==> src/rtl/control_sequencer.sv <==
// Buffered instruction sequencer: host words are queued in a FIFO, then issued
// onto registered control outputs for a programmable repeat count, with an optional done barrier.
module control_sequencer #(
  parameter int DATA_W = 16,
  parameter int ROW_W  = 8,
  parameter int COL_W  = 2,
  parameter int ADDR_W = 2,
  parameter int PTR_W  = 3,
  parameter int PATH_W = 4,
  parameter int REP_W  = 8,
  parameter int DEPTH  = 8,
  localparam int INSTR_W = 5 + COL_W + ROW_W + ADDR_W + PTR_W + 4*DATA_W + PATH_W + REP_W + 1,
  localparam int CNT_W   = $clog2(DEPTH) + 1
) (
  input  logic               clk,
  input  logic               rst,
  input  logic [INSTR_W-1:0] instr_in,
  input  logic               instr_valid_in,
  output logic               instr_ready_out,
  input  logic               pause_in,
  input  logic               done_in,
  output logic               sys_switch_in,
  output logic               ub_rd_start_in,
  output logic               ub_rd_transpose,
  output logic               ub_wr_host_valid_in_1,
  output logic               ub_wr_host_valid_in_2,
  output logic [COL_W-1:0]   ub_rd_col_size,
  output logic [ROW_W-1:0]   ub_rd_row_size,
  output logic [ADDR_W-1:0]  ub_rd_addr_in,
  output logic [PTR_W-1:0]   ub_ptr_sel,
  output logic [DATA_W-1:0]  ub_wr_host_data_in_1,
  output logic [DATA_W-1:0]  ub_wr_host_data_in_2,
  output logic [PATH_W-1:0]  vpu_data_pathway,
  output logic [DATA_W-1:0]  inv_batch_size_times_two_in,
  output logic [DATA_W-1:0]  vpu_leak_factor_in,
  output logic               instr_done_out,
  output logic               busy_out,
  output logic [CNT_W-1:0]   fifo_count_out
);

  localparam int AW = $clog2(DEPTH);

  // Packed structs are declared MSB-first, so the field list reads bottom-up.
  typedef struct packed {
    logic [DATA_W-1:0] leak;
    logic [DATA_W-1:0] inv_batch;
    logic [PATH_W-1:0] pathway;
    logic [DATA_W-1:0] data_2;
    logic [DATA_W-1:0] data_1;
    logic [PTR_W-1:0]  ptr;
    logic [ADDR_W-1:0] addr;
    logic [ROW_W-1:0]  row;
    logic [COL_W-1:0]  col;
    logic              wr_valid_2;
    logic              wr_valid_1;
    logic              transpose;
    logic              rd_start;
    logic              sys_switch;
  } ctrl_t;

  typedef struct packed {
    logic             wait_en;
    logic [REP_W-1:0] rep;
    ctrl_t            ctrl;
  } instr_t;

  typedef enum logic [1:0] {S_IDLE, S_ISSUE, S_WAIT} state_e;

  instr_t           mem_q [DEPTH];
  logic [AW-1:0]    wr_ptr_q, rd_ptr_q;
  logic [CNT_W-1:0] count_q, count_d;
  logic             push, pop, fifo_empty;
  instr_t           head;

  state_e           state_q;
  ctrl_t            cur_q, hold_ctrl, out_q;
  logic             cur_wait_q;
  logic [REP_W-1:0] rem_q;
  logic             done_q;

  assign instr_ready_out = (count_q < CNT_W'(DEPTH));
  assign fifo_empty      = (count_q == '0);
  assign push            = instr_valid_in && instr_ready_out;
  assign head            = mem_q[rd_ptr_q];

  // A pop is exactly a load of the next instruction into the issue registers.
  always_comb begin
    // NOTE: every signal written here gets a default first, so no path can infer a latch.
    pop       = 1'b0;
    hold_ctrl = cur_q;
    hold_ctrl.rd_start = 1'b0;
    unique case (state_q)
      S_IDLE:  pop = !fifo_empty && !pause_in;
      S_ISSUE: pop = (rem_q == '0) && !cur_wait_q && !fifo_empty && !pause_in;
      S_WAIT:  pop = done_in && !fifo_empty;
      default: pop = 1'b0;
    endcase
    count_d = count_q + CNT_W'(push) - CNT_W'(pop);
  end

  // NOTE: the storage array has no reset; emptiness is defined by the pointers and count alone.
  always_ff @(posedge clk) begin
    if (push) mem_q[wr_ptr_q] <= instr_t'(instr_in);
  end

  always_ff @(posedge clk) begin
    // NOTE: sequential state uses non-blocking assignments so every register samples pre-edge values.
    if (rst) begin
      wr_ptr_q <= '0;
      rd_ptr_q <= '0;
      count_q  <= '0;
    end else begin
      if (push) wr_ptr_q <= wr_ptr_q + AW'(1);
      if (pop)  rd_ptr_q <= rd_ptr_q + AW'(1);
      count_q <= count_d;
    end
  end

  // rem_q counts issue cycles still to be shown after the current one.
  always_ff @(posedge clk) begin
    if (rst) begin
      state_q    <= S_IDLE;
      out_q      <= '0;
      cur_q      <= '0;
      cur_wait_q <= 1'b0;
      rem_q      <= '0;
      done_q     <= 1'b0;
    end else begin
      out_q  <= '0;
      done_q <= 1'b0;
      if (pop) begin
        state_q    <= S_ISSUE;
        out_q      <= head.ctrl;
        cur_q      <= head.ctrl;
        cur_wait_q <= head.wait_en;
        rem_q      <= head.rep;
        done_q     <= (head.rep == '0);
      end else begin
        unique case (state_q)
          S_IDLE: state_q <= S_IDLE;
          S_ISSUE: begin
            if (rem_q == '0) begin
              state_q <= cur_wait_q ? S_WAIT : S_IDLE;
            end else if (!pause_in) begin
              out_q  <= hold_ctrl;
              rem_q  <= rem_q - REP_W'(1);
              done_q <= (rem_q == REP_W'(1));
            end
          end
          S_WAIT: if (done_in) state_q <= S_IDLE;
          default: state_q <= S_IDLE;
        endcase
      end
    end
  end

  assign sys_switch_in               = out_q.sys_switch;
  assign ub_rd_start_in              = out_q.rd_start;
  assign ub_rd_transpose             = out_q.transpose;
  assign ub_wr_host_valid_in_1       = out_q.wr_valid_1;
  assign ub_wr_host_valid_in_2       = out_q.wr_valid_2;
  assign ub_rd_col_size              = out_q.col;
  assign ub_rd_row_size              = out_q.row;
  assign ub_rd_addr_in               = out_q.addr;
  assign ub_ptr_sel                  = out_q.ptr;
  assign ub_wr_host_data_in_1        = out_q.data_1;
  assign ub_wr_host_data_in_2        = out_q.data_2;
  assign vpu_data_pathway            = out_q.pathway;
  assign inv_batch_size_times_two_in = out_q.inv_batch;
  assign vpu_leak_factor_in          = out_q.leak;
  assign instr_done_out              = done_q;
  assign busy_out                    = !fifo_empty || (state_q != S_IDLE);
  assign fifo_count_out              = count_q;

endmodule

==> config.mk <==
export PLATFORM = sky130hd
export DESIGN_NAME = control_sequencer
export DESIGN_NICKNAME = d
export VERILOG_FILES = /design/src/rtl/control_sequencer.sv
export SDC_FILE = /design/constraint.sdc
export NUM_CORES = 1
export LEC_CHECK = 0
export CAP_MARGIN = 20
export CORE_ASPECT_RATIO = 0.75
export CORE_MARGIN = 2
export CORE_UTILIZATION = 50
export CTS_CLUSTER_SIZE = 14
export DETAILED_ROUTE_END_ITERATION = 8
export PLACE_DENSITY = 0.76
export SLEW_MARGIN = 20
export SYNTH_ARGS = -nofsm -noshare
export SYNTH_HDL_FRONTEND = slang
export SYNTH_SLANG_ARGS = --single-unit
==> constraint.sdc <==
create_clock -name clk -period 12.7 [get_ports clk]
set_input_delay 2.54 -clock clk [delete_from_list [all_inputs] [get_ports clk]]
set_output_delay 2.54 -clock clk [all_outputs]
set_load 0.02 [all_outputs]
Word-level counts from Yosys, hierarchy flattened

Memory sizes are Yosys's and may differ from the RTL's. A register that Yosys moved wholly into a read port is not among the register bits.
Cells that the tools add are included.

Register bits after elaboration: 197
RAM bits: 776
Input port bits: 102
Output and inout port bits: 95
Memories: 1

Memory list:

| name  | words | bits a word | read ports | clocked after memory_dff | write ports | RTL line | source |
|---|---|---|---|---|---|---|---|
| mem_q | 8     | 97          | 1          | 1                        | 1           | 69       | `instr_t mem_q [DEPTH];` |

$add $sub $neg: 5
$lt $le $gt $ge: 1
Equal/unequal tests: 9
Muxes and demuxes: 22
Reduce and logical (&&, ||, !) cells: 20

Operator list:

| cell                                                                   | number |
|---|---|
| 88-bit 2-to-1 mux                                                      | 4 |
| 8-bit 2-to-1 mux                                                       | 4 |
| 8-bit logical NOT                                                      | 2 |
| 8-bit by 1-bit equality test with 1-bit output (second input constant) | 1 |
| 8-bit by 1-bit subtractor with 8-bit output (second input constant)    | 1 |
| 1-bit 2-to-1 mux                                                       | 7 |
| 3-bit by 1-bit adder with 3-bit output (second input constant)         | 2 |
| 1-bit logical AND                                                      | 6 |
| 2-bit 2-to-1 mux                                                       | 3 |
| 3-bit 2-to-1 mux                                                       | 2 |
| 2-bit inequality test (second input constant)                          | 3 |
| 3-bit inequality test (second input constant)                          | 2 |
| 4-bit by 1-bit adder with 4-bit output                                 | 1 |
| 4-bit logical NOT                                                      | 1 |
| 4-bit less-than comparator (second input constant)                     | 1 |
| 2-bit case mux with 2 select lines                                     | 1 |
| 2-bit AND reduction                                                    | 2 |
| 2-bit nonzero test                                                     | 2 |
| 4-bit by 1-bit subtractor with 4-bit output                            | 1 |
| 1-bit logical NOT                                                      | 3 |
| 1-bit case mux with 3 select lines                                     | 1 |
| 3-bit AND reduction                                                    | 1 |
| 2-bit by 1-bit equality test with 1-bit output (second input constant) | 1 |
| 2-bit equality test (second input constant)                            | 1 |
| other kinds (4)                                                        | 4 |

Logic depth before layout (Yosys ltp)

Gate-level depths: netlist (run 1).

Depth after elaboration: 7
Mapped depth: 15

Worst setup path before layout (run 1)

Ideal clock, no wire load.

Path type: input port to flip-flop
Start point: in instr_valid_in
End point: mem mem_q[0][0] (netlist bit) (enable)
Arrival: 9578 ps
Data required time: 12028 ps
Slack: 2450 ps
Stages on the path: 4
Path buffers: 1
Cell sequence: nor2b_1 > clkbuf_1 > nand2b_1 > nor3_1

Word-level cells in the longest chain between the ends: 3

Ends and longest elaborated chain:

| what                                   | RTL line | source |
|---|---|---|
| start, declared                        | 18       | `input logic instr_valid_in,` |
| 1-bit logical AND                      | 83       | `assign push = instr_valid_in && instr_ready_out;` |
| 1-bit 2-to-1 mux                       | 103      | `if (push) mem_q[wr_ptr_q] <= instr_t'(instr_in);` |
| 1-bit 2-to-1 mux (implied by the code) | 103      |  |
| end, declared                          | 69       |  |

No other way between the ends.

Final worst setup path (run 1)

Start point: in instr_valid_in
End point: mem mem_q[3][26] (netlist bit) (enable)

Same word-level chain as after synthesis.

==> results of run 1 <==
## power by group through the flow
stage          sequential (mW)  combinational (mW)  clock (mW)
2_1_floorplan             3.98                1.10           0
3_3_place_gp              3.95                1.56           0
3_5_place_dp              3.97                1.60           0
4_1_cts                   3.90                1.61        2.86
5_1_grt                   3.93                1.73        2.98
6_report                  3.90                1.60        2.80
## worst max path at each step
stage                                         to      startpoint  cells after the start
detailed placement        mem_q[7][48]$_DFFE_PP_  instr_valid_in                      6
global route              mem_q[3][43]$_DFFE_PP_  instr_valid_in                      6
finish                    mem_q[3][26]$_DFFE_PP_  instr_valid_in                      6
global placement    fifo_count_out[2]$_SDFF_PP0_        pause_in                     13
floorplan                  mem_q[0][0]$_DFFE_PP_  instr_valid_in                      4
CTS                        mem_q[7][6]$_DFFE_PP_  instr_valid_in                      6
## stage by stage
| step | cell area [sq um] | setup WS [ns] |
|---|---|---|
| 2_1_floorplan | 36080 | 2.450 |
| 3_3_place_gp | 39050 | 6.282 |
| 3_5_place_dp | 39080 | 6.238 |
| 4_1_cts | 42220 | 6.912 |
| 5_1_grt | 42220 | 6.739 |
| 6_report | 42230 | 6.913 |
## sequential cells by signal, indices dropped and copies added, names as in the netlist, 3 cells and up, named ones only
signal and count:
fifo_count_out 4, vpu_leak_factor_in 16, wr_ptr_q 3, vpu_data_pathway 4, ub_wr_host_data_in_2 16, cur_q 87
ub_ptr_sel 3, rem_q 8, ub_rd_row_size 8, rd_ptr_q 3, inv_batch_size_times_two_in 16, ub_wr_host_data_in_1 16
mem_q 776
## worst max-delay path, cell delays in order
cell	delay [ns]
clkdlybuf4s50_1	0.45
nor2b_1	0.45
nand2b_1	0.35
nor2_4	0.90
buf_4	0.64
buf_4	0.66
## cells by family (layout without fill, tap and decap cells)
group,after synthesis,count (layout),share of synthesized area
muxes,292,292,0.1514
buffers and inverters,124,412,0.01550
xor gates and xnor gates,8,8,0.001942
and+or+nand+nor,289,289,0.03402
other,0,2,0
AOI/OAI and AO/OA,208,208,0.03669
DFF,976,976,0.7568
adders and majority gates,10,10,0.003676
## cell usage in the layout, fill, tap and decap left out, drive strengths merged, types with 3 or more instances in the layout
cell           synthesis  layout
inv                   12      15
clkdlybuf4s50          0     195
nor3                   5       5
xor2                   3       3
mux4                 194     194
clkbuf                65     141
xnor2                  5       5
a21boi                41      41
a31oi                  3       3
mux2i                  7       7
dfxtp                200     200
nand2                148     148
a21oi                103     103
bufinv                 0       7
clkinv                 0      19
nor2                  69      69
mux2                  91      91
buf                   47      33
nand4                  3       3
a211oi                44      44
nand2b                 4       4
nor4                   4       4
nor2b                  3       3
nand3                 44      44
o21ai                  9       9
ha                     9       9
edfxtp               776     776
## area by class of cell
| class | count | area [sq um] | area share |
|---|---|---|---|
| diodes | 2 | 5.005 | 0.0001185 |
| repair buffers | 228 | 2231 | 0.05283 |
| flip-flops and latches | 976 | 27320 | 0.6469 |
| inverters | 12 | 45.04 | 0.001067 |
| clock inverters | 31 | 372.9 | 0.008830 |
| well taps | 957 | 1197 | 0.02836 |
| multi-input cells | 807 | 8295 | 0.1964 |
| clock buffers | 141 | 2764 | 0.06545 |
## layer usage
metal | track usage | up-vias | routed length [microns]
li1 | - | 7977 | -
met1 | 0.2890 | 9562 | 31650
met2 | 0.3379 | 698 | 37500
met3 | 0.04826 | 137 | 5880
met4 | 0.05089 | 22 | 1387
met5 | 0 | - | 135
==> reports/metrics.cfg, run 1 <==
[clock_network]
clkLatencyLatePin_ns=0.65
clk_pin_slew_ns=0.06
cts_resized=0
clkSinkCount=976
ctsRootBufferMaster=clkbuf_16
cts_setup_buffers=0
cts_tree=yes
cts_buffers=91
clock_path_buffers=3
h-tree-depth=3
ctsHoldBuffers=0

[power_and_ir_drop]
p_int_mw=6.115
seqPwrFrac=0.470
p_sw_frac=0.2636
p_switching_mw=2.188
power_frac_clock=0.338
ir_drop_mv=0.1043
leakagePower_nw=13.27
powerDensity_nw_per_um2=196.6
p_comb_frac=0.193
finalPower_mw=8.303

[setup_path]
r2r-start=rem_q[0]$_SDFFE_PP0P_
crit_arrival_ns=6.05
required_ns=12.96
critical_path_class=input pin to flip-flop
r2r-end=fifo_count_out[2]$_SDFF_PP0_
reg2reg_slack_ns=8.54
start_kind=input pin
cp-end-kind=flip-flop
cp_max_fo=38
r2r_cells=14

[detailed_routing]
post_drt_wl_per_cell_microns=24.27
wl_microns=76550
via_per_inst=5.833
vias=18400
ant_nets=0
drt_iter0_drc=1868
route.detailed.drc=0
drt-pass1-iter-count=5

[yosys]
post-synth-top-area-cell=edfxtp_1
synth_flop_cell=edfxtp_1
yosys_warnings=0
async_reset_ff_frac=0
ys_seq_area_frac=0.7568
syn_nets=2019
yosysTopAreaCellShare=0.6458
synth_cells=1907
ys_types=49
synth_area_sq_um=36080
syn_area_per_cell_sq_um=18.92
synth_edf_count=776
yosys-top-cells-count=edfxtp_1 (776), dfxtp_1 (200), mux4_2 (194)
synth-seq-cells=976
synth.area.top_cells=edfxtp_1 (65%), mux4_2 (12%), dfxtp_1 (11%)
yosysMostFrequentCell=edfxtp_1

[run_status]
status=complete, no violations

[worst_hold_path]
hp-start=cur_q[8]$_SDFFE_PP0P_
worstHoldPathType=flip-flop to flip-flop
hold_depth=2
holdPathEnd=ub_rd_row_size[1]$_SDFF_PP0_

[flow_run]
drv_cap=0

[sta]
period_share=0.4556
setup_violations=0
fmax_mhz=172.8
rsz0062_at_grt=no
slew_headroom=0.2769
tightest_slew_ns=1.082
hold_slack_ns=0.4523
hold_violations=0
final.setup.tns_ns=0
fin_worst_skew_ns=0.01943
slew_violations=0
finalCriticalPeriod_ns=5.787

[global_routing]
antenna_found_initial=13
grt_usage=0.2086
grt_start_max_net_pins=131
grt_pass1_vias=19110
gr-total-overflow=0
grt_pass1_wl_microns=116400

[finish]
drive_above_1_share=0.2200
syn_to_final_growth_pct=17.03
instances_no_fill=3154
fill_cells=5041
final_nets=2228
finish.utilization=0.5900

[floorplanning]
fp.dieH_microns=236.7
num_rows=85
die_w_microns=314.2
start_util=0.5041
core_sq_um=71570
die_area_sq_um=74350
io_pins=197

[place]
dp_hpwl_microns=42000
place_congestion=0.7966
dp_cells=2980
port_buffers=196

Power figures use the tool's default switching activity.
==> run 2, diff against run 1 <==
==> constraint.sdc (replaced) <==
create_clock -name clk -period 5.35 [get_ports clk]
set_input_delay 1.07 -clock clk [delete_from_list [all_inputs] [get_ports clk]]
set_output_delay 1.07 -clock clk [all_outputs]
set_load 0.02 [all_outputs]
==> run 2 against run 1 <==
Effect of this change: via count down 0.66%; worst hold slack improved by 0.0026 ns; register-to-register slack worse by 6.4 ns; global-route usage rose by 0.24 points; combinational power grew 140%; clock-buffer cell count shrank 8; cell area grew 0.14%; clock skew rose by 0.0026 ns; largest cell class unchanged.
==> reports/metrics.cfg, run 2 (synthesized netlist as in run 1, its figures left out) <==
[sta]
rsz0062_at_grt=no
fmax_mhz=292.6
fin_worst_skew_ns=0.02207  ; +0.002638 ns
hold_violations=0  ; unchanged
finalCriticalPeriod_ns=3.418
tightest_slew_ns=0.9768  ; -0.1053 ns
setup_violations=0  ; unchanged
final.setup.tns_ns=0  ; unchanged
slew_violations=0  ; unchanged
period_share=0.6388
slew_headroom=0.3488  ; +0.07194

[clock_network]
ctsRootBufferMaster=clkbuf_16
cts_setup_buffers=0  ; unchanged
clock_path_buffers=3  ; unchanged
cts_tree=yes
clkLatencyLatePin_ns=0.64  ; about the same
h-tree-depth=3  ; unchanged
cts_buffers=90  ; -1.1%
clkSinkCount=976  ; unchanged
clk_pin_slew_ns=0.06  ; about the same
ctsHoldBuffers=0  ; unchanged
cts_resized=0  ; unchanged

[global_routing]
grt_pass1_vias=19000  ; -0.60%
gr-total-overflow=0  ; unchanged
antenna_found_initial=11  ; -2
grt_pass1_wl_microns=116900  ; +0.43%
grt_usage=0.2109  ; +0.002357
grt_start_max_net_pins=96  ; -27%

[setup_path]
critical_path.endpoint=ub_wr_host_data_in_2[13]$_SDFF_PP0_
worstSetupStartpoint=done_in
r2r_cells=9  ; -5
start_kind=input pin
reg2reg_slack_ns=2.19  ; -6.35 ns
critical_path_class=input pin to flip-flop
cp-end-kind=flip-flop
required_ns=5.90  ; -7.06 ns
r2r-start=rem_q[0]$_SDFFE_PP0P_
r2r-end=ub_wr_host_data_in_2[13]$_SDFF_PP0_
crit_arrival_ns=3.97  ; -2.08 ns
cp_max_fo=48  ; +26%

[finish]
instances_no_fill=3158  ; +0.13%
fin_area_sq_um=42290  ; +0.14%
fill_cells=5050  ; +0.18%
syn_to_final_growth_pct=17.19
mostFrequentLayoutCells=edfxtp_1 (776), dfxtp_1 (197), clkdlybuf4s50_1 (195)
top_register=mem_q
final_common_cell=edfxtp_1
drive_above_1_share=0.2193  ; -0.0007553
largest_reg_flops=776  ; unchanged
reg_top3=mem_q x776, cur_q x87
final_nets=2236  ; +0.36%

[worst_hold_path]
worstHoldPathType=flip-flop to flip-flop
hold_depth=2  ; unchanged

[place]
dp_cells=2988  ; +0.27%
place_area_sq_um=39320  ; +0.61%
dp_hpwl_microns=42140  ; +0.32%
place_congestion=0.7569  ; -5.0%
port_buffers=196  ; unchanged

[run_status]
status=complete, no violations

[floorplanning]
die_w_microns=314.2  ; unchanged
core_sq_um=71570  ; unchanged
die_area_sq_um=74350  ; unchanged
num_rows=85  ; unchanged
fp.dieH_microns=236.7  ; unchanged
start_util=0.5041  ; unchanged
io_pins=197  ; unchanged

[flow_run]
drv_cap=0  ; unchanged

[power_and_ir_drop]
powerDensity_nw_per_um2=460.5  ; +130%
finalPower_mw=19.47  ; +130%
ir_drop_mv=0.2989  ; +190%
leakagePower_nw=13.27  ; about the same

[detailed_routing]
drt-pass1-iter-count=6  ; +1
route.detailed.drc=0  ; unchanged
met1_length_microns=32460  ; +2.6%
met2_length_microns=37730  ; +0.62%
post_drt_wl_per_cell_microns=24.47  ; +0.83%
wl_microns=77290  ; +0.96%
dr_wl_met3_microns=5703  ; -3.0%
via_per_inst=5.787  ; -0.78%
ant_nets=0  ; unchanged
vias=18280  ; -0.66%
drt_iter0_drc=1940  ; +3.9%
top_layer=met5

run 2: changes by cell type in the layout (fill, tap and decap cells not counted), sizes merged:
cell and change:
diode +1, bufinv -2, clkinvlp -1, clkbuf -8, buf +9, inv -1, clkinv +6
run 2: critical path, stage by stage:
cell and delay (ns):
clkdlybuf4s50_1 0.50, nor2b_1 0.32, o32ai_4 0.17, nand2_4 0.10, buf_4 0.58, buf_4 0.68, a21boi_0 0.26, a211oi_1 0.24
run 2: area by class of cell:
cell class                      instances  area [sq um]  share of cell area
Sequential cell                       976         27320              0.6460
Multi-Input combinational cell        807          8308              0.1965
Clock buffer                          133          2630             0.06220
Timing Repair Buffer                  237          2479             0.05862
Tap cell                              957          1197             0.02832
Clock inverter                         33         301.5            0.007131
Inverter                               12         45.04            0.001065
Antenna cell                            3         7.507           0.0001775
run 2: where the power goes:
group / leakage (nW) / switching, mW / internal, mW
logic: 3.16 / 2.13 / 1.75
clock network: 1.44 / 2.67 / 3.65
registers: 8.66 / 0.372 / 8.90
run 2: metrics by stage:
stage | hold WS, ns | worst slack (ns) | util
final | 0.4550 | 1.932 | 0.5908
after global routing | 0.4773 | 1.841 | 0.5907
after CTS | 0.4575 | 1.934 | 0.5903
after detailed placement | 0.4433 | 1.310 | 0.5493
after global placement | 0.4404 | 1.416 | 0.5493
after floorplan | 0.4322 | -0.8243 | -
run 2: how the worst min path moves through the flow:
stage	from	to	slack, ns
final	cur_q[38]$_SDFFE_PP0P_	ub_wr_host_data_in_2[2]$_SDFF_PP0_	0.45
after global routing	cur_q[26]$_SDFFE_PP0P_	cur_q[26]$_SDFFE_PP0P_	0.48
after CTS	cur_q[38]$_SDFFE_PP0P_	ub_wr_host_data_in_2[2]$_SDFF_PP0_	0.46
after detailed placement	cur_q[26]$_SDFFE_PP0P_	ub_wr_host_data_in_1[6]$_SDFF_PP0_	0.44
after global placement	cur_q[43]$_SDFFE_PP0P_	ub_wr_host_data_in_2[7]$_SDFF_PP0_	0.44
after floorplan	cur_q[17]$_SDFFE_PP0P_	ub_ptr_sel[0]$_SDFF_PP0_	0.43
run 2: layer usage:
| layer | vias to the layer above | GRT usage |
|---|---|---|
| met5 | - | 0 |
| met4 | 18 | 0.04770 |
| met3 | 114 | 0.04957 |
| met2 | 630 | 0.3391 |
| met1 | 9518 | 0.2956 |
| li1 | 7995 | - |
==> run 3, diff against run 2 <==
--- a/config.mk
+++ b/config.mk
@@ -11,7 +11,7 @@
 export CORE_UTILIZATION = 50
 export CTS_CLUSTER_SIZE = 14
 export DETAILED_ROUTE_END_ITERATION = 8
-export PLACE_DENSITY = 0.76
+export PLACE_DENSITY = 0.78
 export SLEW_MARGIN = 20
 export SYNTH_ARGS = -nofsm -noshare
 export SYNTH_HDL_FRONTEND = slang
==> constraint.sdc (replaced) <==
create_clock -name clk -period 2.75 [get_ports clk]
set_input_delay 0.55 -clock clk [delete_from_list [all_inputs] [get_ports clk]]
set_output_delay 0.55 -clock clk [all_outputs]
set_load 0.02 [all_outputs]
==> run 3 against run 2 <==
Effect of this change: worst hold slack got worse by 0.13 ns; clock-buffer cell count increased by 2; via count increased by 3.3%; largest power group unchanged; sequential cell count unchanged; cell area increased by 2.7%; critical path depth increased by 5; wire length increased by 3.6%.
==> reports/metrics.cfg, run 3 (synthesized netlist as in run 1, its figures left out) <==
[power_and_ir_drop]
p_int_mw=28.56  ; +100%
p_comb_frac=0.223  ; +0.024
leakagePower_nw=13.81  ; +4.1%
ir_drop_mv=0.5414  ; +81%
power_frac_clock=0.318  ; -0.007
seqPwrFrac=0.459  ; -0.017
finalPower_mw=39.11  ; +100%
p_switching_mw=10.54  ; +100%
p_sw_frac=0.2696  ; +0.003586
powerDensity_nw_per_um2=900.2  ; +95%

[floorplanning]
die_area_sq_um=74350  ; unchanged
num_rows=85  ; unchanged
core_sq_um=71570  ; unchanged
die_w_microns=314.2  ; unchanged
start_util=0.5041  ; unchanged
fp.dieH_microns=236.7  ; unchanged
io_pins=197  ; unchanged

[sta]
slew_headroom=0.4601  ; +0.1112
slew_violations=0  ; unchanged
setup_violations=0  ; unchanged
hold_slack_ns=0.3269  ; -0.1281 ns
finalCriticalPeriod_ns=2.687
hold_violations=0  ; unchanged
rsz0062_at_grt=no
fin_worst_skew_ns=0.02136  ; -0.0007094 ns
tightest_slew_ns=0.8025  ; -0.1742 ns
setup_ws_ns=0.06259  ; -1.870 ns
period_share=0.9772
fmax_mhz=372.1

[finish]
final_common_cell=edfxtp_1
drive_above_1_share=0.2568  ; +0.03748
reg_top3=mem_q x776, cur_q x87
largest_reg_flops=776  ; unchanged
final_nets=2323  ; +3.9%
multi_input_comb_area_sq_um=8403  ; +1.1%
mostFrequentLayoutCells=edfxtp_1 (776), dfxtp_1 (195), mux4_2 (194), clkdlybuf4s50_1 (194), nand2_1 (146)
top_register=mem_q
fill_cells=4875  ; -3.5%
syn_to_final_growth_pct=20.39
seqCellArea_sq_um=27320  ; about the same

[setup_path]
r2r-end=fifo_count_out[2]$_SDFF_PP0_
start_kind=flip-flop
r2r-start=rem_q[1]$_SDFFE_PP0P_
cp-end-kind=flip-flop
critical_path_class=flip-flop to flip-flop
r2r_cells=13  ; +4
required_ns=3.27  ; -2.63 ns
reg2reg_slack_ns=0.06  ; -2.13 ns
cp_max_fo=5  ; -90%
crit_arrival_ns=3.21  ; -0.76 ns

[detailed_routing]
met1_length_microns=31930  ; -1.6%
via_per_inst=5.807  ; +0.35%
met2_length_microns=39470  ; +4.6%
ant_nets=0  ; unchanged
wl_microns=80040  ; +3.6%
drt-pass1-iter-count=7  ; +1
top_layer=met5
route.detailed.drc=0  ; unchanged
vias=18890  ; +3.3%
dr_wl_met3_microns=6929  ; +21%
drt_iter0_drc=2159  ; +11%
post_drt_wl_per_cell_microns=24.61  ; +0.57%

[worst_hold_path]
worstHoldPathType=input pin to flip-flop
hp-start=rst
hold_depth=2  ; unchanged
holdPathEnd=cur_q[67]$_SDFFE_PP0P_

[clock_network]
ctsHoldBuffers=0  ; unchanged
cts_setup_buffers=0  ; unchanged
ctsRootBufferMaster=clkbuf_16
clkLatencyLatePin_ns=0.64  ; about the same
cts_tree=yes
h-tree-depth=3  ; unchanged
clock_path_buffers=3  ; unchanged
clkSinkCount=976  ; unchanged
clk_pin_slew_ns=0.07  ; about the same
cts_buffers=92  ; +2.2%

[global_routing]
grt_pass1_vias=19700  ; +3.7%
grt_pass1_wl_microns=120100  ; +2.7%
gr-total-overflow=0  ; unchanged
antenna_found_initial=11  ; unchanged
grt_start_max_net_pins=69  ; -28%
grt_usage=0.2161  ; +0.005191

[place]
port_buffers=196  ; unchanged
dpl_worst_slack_ns=-0.4831  ; -1.794 ns
dp_hpwl_microns=44800  ; +6.3%
place_congestion=0.7878  ; +4.1%

[run_status]
status=complete, no violations

[flow_run]
drv_cap=0  ; unchanged

-- run 3: cell count changes in the layout (fill, tap and decap cells not counted), sizes merged --
cell	delta
diode	+2
buf	+84
dlygate4sd2	+1
clkdlybuf4s50	-1
inv	+3
clkinv	+3
o21ai	+1
clkbuf	+2
bufinv	-1
-- run 3: cell type report --
class / instances / area share
inverter: 12 / 0.001095
timing repair buffer: 321 / 0.07973
clock inverter: 38 / 0.007489
tap: 957 / 0.02756
clock buffer: 135 / 0.06147
antenna: 5 / 0.0002880
sequential: 976 / 0.6289
multi-input combinational: 808 / 0.1934
-- run 3: stage by stage --
stage	instance area, sq um	std cells	utilization	TNS [ns]
after floorplan	36260	1907	-	-205.61
after global placement	40420	3073	0.5647	-18.56
after detailed placement	40420	3073	0.5647	-26.90
after CTS	43410	3246	0.6065	0
after global routing	43430	3250	0.6068	0
final	43440	3252	0.6069	0
-- run 3: repair_timing --
action,CTS,global route
endpoints found under the setup margin,1,5
pin swaps,0,1
gates cloned,0,1
hold endpoints to repair,0,0
resized for setup,2,2
-- run 3: power groups by stage --
stage,Clock [mW],Combinational [mW],Sequential [mW]
floorplan,0,5.23,18.3
global placement,0,8.32,18.1
detailed placement,0,8.54,18.2
CTS,12.7,8.65,17.9
global route,13.3,9.36,18.0
finish,12.4,8.72,17.9
-- run 3: worst max path at each step --
stage,start,end
finish,rem_q[1]$_SDFFE_PP0P_,fifo_count_out[2]$_SDFF_PP0_
global route,rem_q[1]$_SDFFE_PP0P_,fifo_count_out[2]$_SDFF_PP0_
CTS,rem_q[0]$_SDFFE_PP0P_,fifo_count_out[2]$_SDFF_PP0_
detailed placement,pause_in,fifo_count_out[2]$_SDFF_PP0_
global placement,pause_in,fifo_count_out[1]$_SDFF_PP0_
floorplan,instr_valid_in,mem_q[0][0]$_DFFE_PP_
-- run 3: per-layer routing --
layer | vias up | track usage
li1 | 8181 | -
met1 | 9764 | 0.2902
met2 | 787 | 0.3534
met3 | 137 | 0.05404
met4 | 16 | 0.06075
met5 | - | 0
-- run 3: critical path, stage by stage (launching register included) --
cell and delay, ns:
dfxtp_1 0.35, inv_2 0.10, ha_4 0.15, or3b_4 0.48, o32ai_4 0.30, nand2_4 0.09, inv_4 0.07, ha_4 0.19
inv_2 0.06, ha_4 0.12, inv_2 0.04, fa_2 0.34, xor2_1 0.20, nor2_1 0.07
